### src/rtl/rv_plic_target_scan.sv
// Per-target PLIC scan stage: walks the sources one per cycle, publishes the
// best eligible ID at the end of each sweep and turns claim/complete into gateway pulses.
module rv_plic_target_scan #(
    parameter int N_SOURCE = 32,
    parameter int PRIO_W   = 3,
    parameter int ID_W     = $clog2(N_SOURCE + 1)
) (
    input  logic                       clk_i,
    input  logic                       rst_i,
    input  logic [N_SOURCE-1:0]        ip_i,
    input  logic [N_SOURCE-1:0]        ie_i,
    input  logic [N_SOURCE*PRIO_W-1:0] prio_i,
    input  logic [PRIO_W-1:0]          threshold_i,
    input  logic                       claim_req_i,
    input  logic                       complete_req_i,
    input  logic [ID_W-1:0]            complete_id_i,
    output logic                       irq_o,
    output logic [ID_W-1:0]            irq_id_o,
    output logic [ID_W-1:0]            claim_id_o,
    output logic [N_SOURCE-1:0]        claim_o,
    output logic [N_SOURCE-1:0]        complete_o
);

    localparam int CNT_W = (N_SOURCE > 1) ? $clog2(N_SOURCE) : 1;
    localparam logic [CNT_W-1:0] LAST_CNT = CNT_W'(N_SOURCE - 1);

    logic [CNT_W-1:0]    r_cnt;
    logic [PRIO_W-1:0]   r_best_prio;
    logic [ID_W-1:0]     r_best_id;

    logic [PRIO_W-1:0]   w_prio [N_SOURCE];
    logic [N_SOURCE-1:0] w_claim_hot;
    logic [N_SOURCE-1:0] w_complete_hot;
    logic [PRIO_W-1:0]   w_cur_prio;
    logic                w_eligible;
    logic                w_take;
    logic [PRIO_W-1:0]   w_next_prio;
    logic [ID_W-1:0]     w_next_id;

    // Per-source decode: priority unpacking and the one-hot0 pulse patterns.
    generate
        for (genvar gi = 0; gi < N_SOURCE; gi++) begin : g_src
            assign w_prio[gi]         = prio_i[gi*PRIO_W +: PRIO_W];
            assign w_claim_hot[gi]    = (irq_id_o == ID_W'(gi + 1));
            assign w_complete_hot[gi] = complete_req_i && (complete_id_i == ID_W'(gi + 1)) && ie_i[gi];
        end
    endgenerate

    assign w_cur_prio  = w_prio[r_cnt];
    assign w_eligible  = ip_i[r_cnt] & ie_i[r_cnt] & (w_cur_prio > threshold_i);
    // Strict compare keeps the earlier (lower) index on priority ties.
    assign w_take      = w_eligible && (w_cur_prio > r_best_prio);
    assign w_next_prio = w_take ? w_cur_prio : r_best_prio;
    assign w_next_id   = w_take ? (ID_W'(r_cnt) + ID_W'(1)) : r_best_id;

    always_ff @(posedge clk_i) begin
        if (rst_i) begin
            r_cnt       <= '0;
            r_best_prio <= '0;
            r_best_id   <= '0;
            irq_o       <= 1'b0;
            irq_id_o    <= '0;
            claim_id_o  <= '0;
            claim_o     <= '0;
            complete_o  <= '0;
        end else begin
            complete_o <= w_complete_hot;
            if (claim_req_i) begin
                // Restart the sweep so the claimed source is not re-reported stale.
                claim_id_o  <= irq_id_o;
                claim_o     <= w_claim_hot;
                irq_o       <= 1'b0;
                irq_id_o    <= '0;
                r_cnt       <= '0;
                r_best_prio <= '0;
                r_best_id   <= '0;
            end else begin
                claim_o <= '0;
                if (r_cnt == LAST_CNT) begin
                    irq_id_o    <= w_next_id;
                    irq_o       <= (w_next_id != '0);
                    r_cnt       <= '0;
                    r_best_prio <= '0;
                    r_best_id   <= '0;
                end else begin
                    r_cnt       <= r_cnt + CNT_W'(1);
                    r_best_prio <= w_next_prio;
                    r_best_id   <= w_next_id;
                end
            end
        end
    end

endmodule

### config.mk
export PLATFORM = sky130hd
export DESIGN_NAME = rv_plic_target_scan
export DESIGN_NICKNAME = d
export VERILOG_FILES = /design/src/rtl/rv_plic_target_scan.sv
export SDC_FILE = /design/constraint.sdc
export NUM_CORES = 1
export LEC_CHECK = 0
export ABC_AREA = 1
export ABC_CLOCK_PERIOD_IN_PS = 3180
export CORE_MARGIN = 8
export CORE_UTILIZATION = 38
export CTS_CLUSTER_DIAMETER = 30
export DETAILED_ROUTE_END_ITERATION = 16
export GPL_ROUTABILITY_DRIVEN = 1
export PLACE_DENSITY = 0.77
export SLEW_MARGIN = 15
export SYNTH_ARGS = -nofsm -noshare
export SYNTH_HDL_FRONTEND = slang
export SYNTH_SLANG_ARGS = --single-unit
### constraint.sdc
create_clock -name clk_i -period 3.18 [get_ports clk_i]
set_clock_uncertainty 0.05 [all_clocks]
set_input_delay 0.477 -clock clk_i [delete_from_list [all_inputs] [get_ports clk_i]]
set_output_delay 0.477 -clock clk_i [all_outputs]
set_load 0.03 [all_outputs]
**Word level (Yosys, flattened, before mapping)**

Cells that the tools add are included.

- Mux-type cells: 8
- Equal/unequal tests: 65
- Bitwise logic cells: 4
- $add $sub $neg: 2
- Reductions and logical operators: 69
- Order comparisons: 4

Operators with widths:

| cell | number |
|---|---|
| == test 6 x 5 -> 1 bit, second input constant | 32 |
| == test 6 x 4 -> 1 bit, second input constant | 16 |
| logical AND 1 bit | 65 |
| == test 6 x 3 -> 1 bit, second input constant | 8 |
| == test 6 x 2 -> 1 bit, second input constant | 4 |
| binary-select mux 3 bit (select 5 bit) | 1 |
| == test 6 x 1 -> 1 bit, second input constant | 2 |
| == test 6 bit, second input constant | 2 |
| binary-select mux 1 bit (select 5 bit) | 2 |
| adder 5 x 1 -> 6 bit, second input constant | 1 |
| >= comparator 6 bit, second input constant | 1 |
| greater-than comparator 3 bit | 2 |
| less-than comparator 5 x 6 -> 1 bit, second input constant | 1 |
| 2-to-1 mux 3 bit | 2 |
| 2-to-1 mux 6 bit | 1 |
| NOT 5 -> 6 bit | 1 |
| nonzero test 6 bit | 1 |
| adder 5 x 1 -> 5 bit, second input constant | 1 |
| == test 5 bit, second input constant | 1 |
| OR reduction 2 bit | 2 |
| OR reduction 3 bit | 1 |
| bitwise AND 1 bit | 2 |
| 2-to-1 mux 1 bit | 2 |
| NOT 1 bit | 1 |

- Bits in registers: 91
- Input bits: 173
- Output and inout bits: 77
- Logic and storage cells: 160

**Longest topological paths before layout**

- Depth after elaboration: 9
- Depth in mapped cells: 22
- Mapped depth without buffers: 19

**Least setup slack after synthesis**

OpenSTA, ideal clock, no wires.

- Path kind: register to register
- Start: register r_cnt[0]
- End: register irq_o
- Slack: 0.308 ns
- Data arrival time: 2.705 ns
- Cell stages (with the launch flop): 21
- Data required time: 3.013 ns
- Path buffers: 2
- Clock period less this slack: 2.872 ns
- Library setup time: 0.117 ns
- Cell sequence: dfxtp_1 -> inv_2 -> buf_4 -> buf_4 -> o21ai_0 -> o22ai_1 -> a221oi_1 -> nand2_1 -> o21ai_1 -> inv_1 -> ha_1 -> nand2_1 -> nor2_1 -> a211oi_1 -> nor2_4 -> nand3_4 -> nand2_1 -> o21ai_2 -> nand3_1 -> nor2_1 -> nor2_1

- Word-level cells in the longest chain between the ends: 9
- Elaborated cells on any way between the ends: 17
- Classes of those cells: 1 x add/sub; 2 x order compare; 1 x eq/ne; 8 x mux; 3 x bitwise; 2 x reduce/logical

Ends and longest elaborated chain:

| item | line | text |
|---|---|---|
| from (decl) | 27 | `logic [CNT_W-1:0] r_cnt;` |
| from (signal assigned) | 86 | `r_cnt <= r_cnt + CNT_W'(1);` |
| NOT 5 -> 6 bit (not written as such) (*) | 49 | `assign w_cur_prio = w_prio[r_cnt];` |
| binary-select mux 3 bit (select 5 bit) (*) | 49 |  |
| 2-to-1 mux 3 bit (not written as such) (*) (2 in a row) | 49 |  |
| via w_cur_prio[1] | 34 | `logic [PRIO_W-1:0] w_cur_prio;` |
| greater-than comparator 3 bit | 50 | `assign w_eligible = ip_i[r_cnt] & ie_i[r_cnt] & (w_cur_prio > threshold_i);` |
| bitwise AND 1 bit | 50 |  |
| logical AND 1 bit (*) | 52 | `assign w_take = w_eligible && (w_cur_prio > r_best_prio);` |
| 2-to-1 mux 6 bit (*) | 54 | `assign w_next_id = w_take ? (ID_W'(r_cnt) + ID_W'(1)) : r_best_id;` |
| nonzero test 6 bit (*) | 81 | `irq_o <= (w_next_id != '0);` |
| to (signal assigned) | 81 |  |
| to (decl) | 17 | `output logic irq_o,` |

Mark *: on every way through the listed nets, which the timed path passes. The rest lies on a longest branch. The select of a mux whose other input is x is not followed.
A chain may end at the register's enable or synchronous reset.

**Worst setup path after layout**

Same ends and word-level chain as after synthesis.

==> reports/results.ini <==
[place]
place_congestion=0.9474
io_buffers=249
dpl_worst_slack_ps=-268.3
dpl.hpwl_um=15540

[sta]
worst_slack_ps=106.3
fin_hold_ws_ps=414.8
grt_setup_unrepaired=true
setup_viol=0
fmax_mhz=325.3
drv_slew=0
relSlewSlack=0.5634
hold_viol=0
worstMarginPinSlew_ps=653.1
fin_crit_ps=3074
period_share=0.9666

[clock_tree]
clk_latency_ps=350
cts_buffer_depth=2
clock_tree.root_cell=clkbuf_16
clock_sinks=91
cts_max_level=3
path_clk_slew_ps=70
numCtsBuffers=9
cts_tree=done

[synthesis]
ys.flop_type=dfxtp_1
yosys_warnings=0
syn_nets=780
ys_ff_latch=91
seq_area_frac_synth=0.4194
synthArstFlopShare=0
synth_cells=599
synth_area_um2=4344
ys_types=37
avgSynthCellArea_um2=7.252
synth_edf_count=0

[grt]
antenna_found_initial=2
grt_max_degree=50
grt_usage=0.2521
grt_pass1_wl_um=29440
gr-usage-met3=0.05936
grt_pass1_vias=5350
top_usage_layer=met2
overflow=0
globalRouteMet1Util=0.2815
globalRouteMet2Util=0.4499

[setup_path]
rr_endpoint=irq_o
r2r-start=r_cnt[0]
crit_path_max_fanout=12
critical_path.endpoint_type=flip-flop
cp.arrival_ps=3250
reg2reg_depth=20
startpoint_type=flip-flop
crit_type=reg -> reg
crit_required_ps=3360
reg2reg_slack_ps=110

[hold_path]
hp-class=reg -> reg
hold_start=claim_id_o[0]
whs_endpoint=claim_id_o[0]
hold_path_depth=2

[power_and_ir_drop]
power.density_nw_per_um2=368.3
power.leakage_uw=0.002907
p_seq_frac=0.409
power_uw=2807
clkPwrFrac=0.403
ir_drop_mv=0.3413
p_int_uw=2117
swShare=0.2458
pwr-share-comb=0.188
power.switching_uw=690.0

[drt]
vias_per_cell=5.280
drc=0
vias=5359
ant_nets=0
dr.pass1.iters=5
drtIter0Drc=344
totalWireLength_um=19780
wl_per_cell_um=19.49

[die]
die-area_um2=15110
chipWidth_um=122.9
coreArea_um2=11270
fp-row-count=39
ios=250
start_util=0.3854
die_y_um=122.9

[job]
drv_cap=0

[layout]
final_common_cell=clkdlybuf4s50_1
area_delta_synth_final_pct=75.46
mostFrequentLayoutCells=clkdlybuf4s50_1, nor2_1, nand2_1
multi_input_area_um2=2298
drive_gt1_frac=0.09770
seq_area_um2=1828
final_util=0.6762
fillers=900
final_nets=1046

[status]
status=completed

==> worst max-delay path by stage <==
stage                 end  cells after the start       start
floorplan           irq_o                     20    r_cnt[0]
global placement    irq_o                     19  prio_i[76]
detailed placement  irq_o                     18   prio_i[7]
CTS                 irq_o                     20    r_cnt[0]
global route        irq_o                     19    r_cnt[0]
finish              irq_o                     20    r_cnt[0]
==> state kept, by name, summed over array words and instances, names as in the netlist <==
signal and cells:
irq_id_o 6, claim_id_o 6, r_best_id 6, r_best_prio 3, r_cnt 5, claim_o 32, irq_o 1, complete_o 32
==> cell type report <==
cell class / count / area share
timing repair buffer: 281 / 0.3685
multi-input combinational: 436 / 0.3015
sequential: 91 / 0.2398
clock buffer: 11 / 0.03316
inverter: 46 / 0.02397
tap: 143 / 0.02347
clock inverter: 5 / 0.008864
antenna: 2 / 0.0006566
==> layer usage <==
layer / up-vias / routed length [um]
met4: 0 / 805
met5: - / 0
met3: 63 / 1421
met1: 2505 / 7592
li1: 2546 / -
met2: 245 / 9963
==> logic make-up (layout without fill, tap and decap cells) <==
kind of cell	after synthesis	after routing	share of synthesized area
buffers and inverters	72	343	0.07229
other	0	2	0
and+or+nand+nor	319	319	0.3378
DFF	91	91	0.4194
AOI/OAI and AO/OA	108	108	0.1455
xor gates and xnor gates	1	1	0.002016
adders and majority gates	8	8	0.02304
==> power groups by stage <==
stage	Clock, uW	Sequential (uW)	Combinational [uW]
after floorplan	0	1170	184
after global placement	0	1170	457
after detailed placement	0	1170	470
after CTS	1140	1150	475
after global routing	1190	1150	567
final	1130	1150	528
==> cell usage after synthesis (3+ instances only) <==
cell      instances  area, um^2
a21oi_1           6       30.03
o211ai_1          4       30.03
dfxtp_1          91        1822
o22ai_1          20       125.1
o221ai_1          9       78.83
o21ai_1           6       30.03
o21ai_0          57       285.3
nor3b_1          31       232.7
buf_4             4       30.03
nand4_1           9       56.30
inv_2             4       15.01
nor2_1          123       461.7
nand2_1          98       367.9
nand2_2           3       18.77
nand3_1          44       220.2
buf_2             8       40.04
inv_1            42       157.7
clkbuf_1         11       41.29
ha_1              8       100.1
==> critical path, stage by stage, from the launching register on <==
cell	delay (ps)
dfxtp_4	370
buf_4	150
clkbuf_16	160
o21ai_0	170
o22ai_1	100
o211ai_1	170
nand2_1	90
o21ai_2	110
inv_2	100
ha_4	270
nand2_1	40
o21ai_1	130
nand3_1	130
nor2_4	180
nand3_4	130
nand2_2	100
nand2_2	70
nor2_2	120
nand2_1	80
nor2_2	140
nor2_1	70
==> metrics by stage <==
stage / setup TNS (ps) / cells / area [um^2]
floorplan: 0 / 599 / 4344
global placement: -659.4 / 988 / 7073
detailed placement: -2958 / 988 / 7073
CTS: 0 / 1004 / 7398
global route: -77.39 / 1015 / 7622
finish: 0 / 1015 / 7622
==> timing repair <==
| item | in CTS | in global routing |
|---|---|---|
| cloned | 0 | 2 |
| endpoints found under the setup margin | 1 | 15 |
| pin swaps | 0 | 19 |
| setup buffers | 0 | 7 |
| gates resized for setup | 1 | 33 |
| hold buffers | 0 | 0 |
| endpoints found under the hold margin | 0 | 0 |
(Power assumes the default switching activity.)
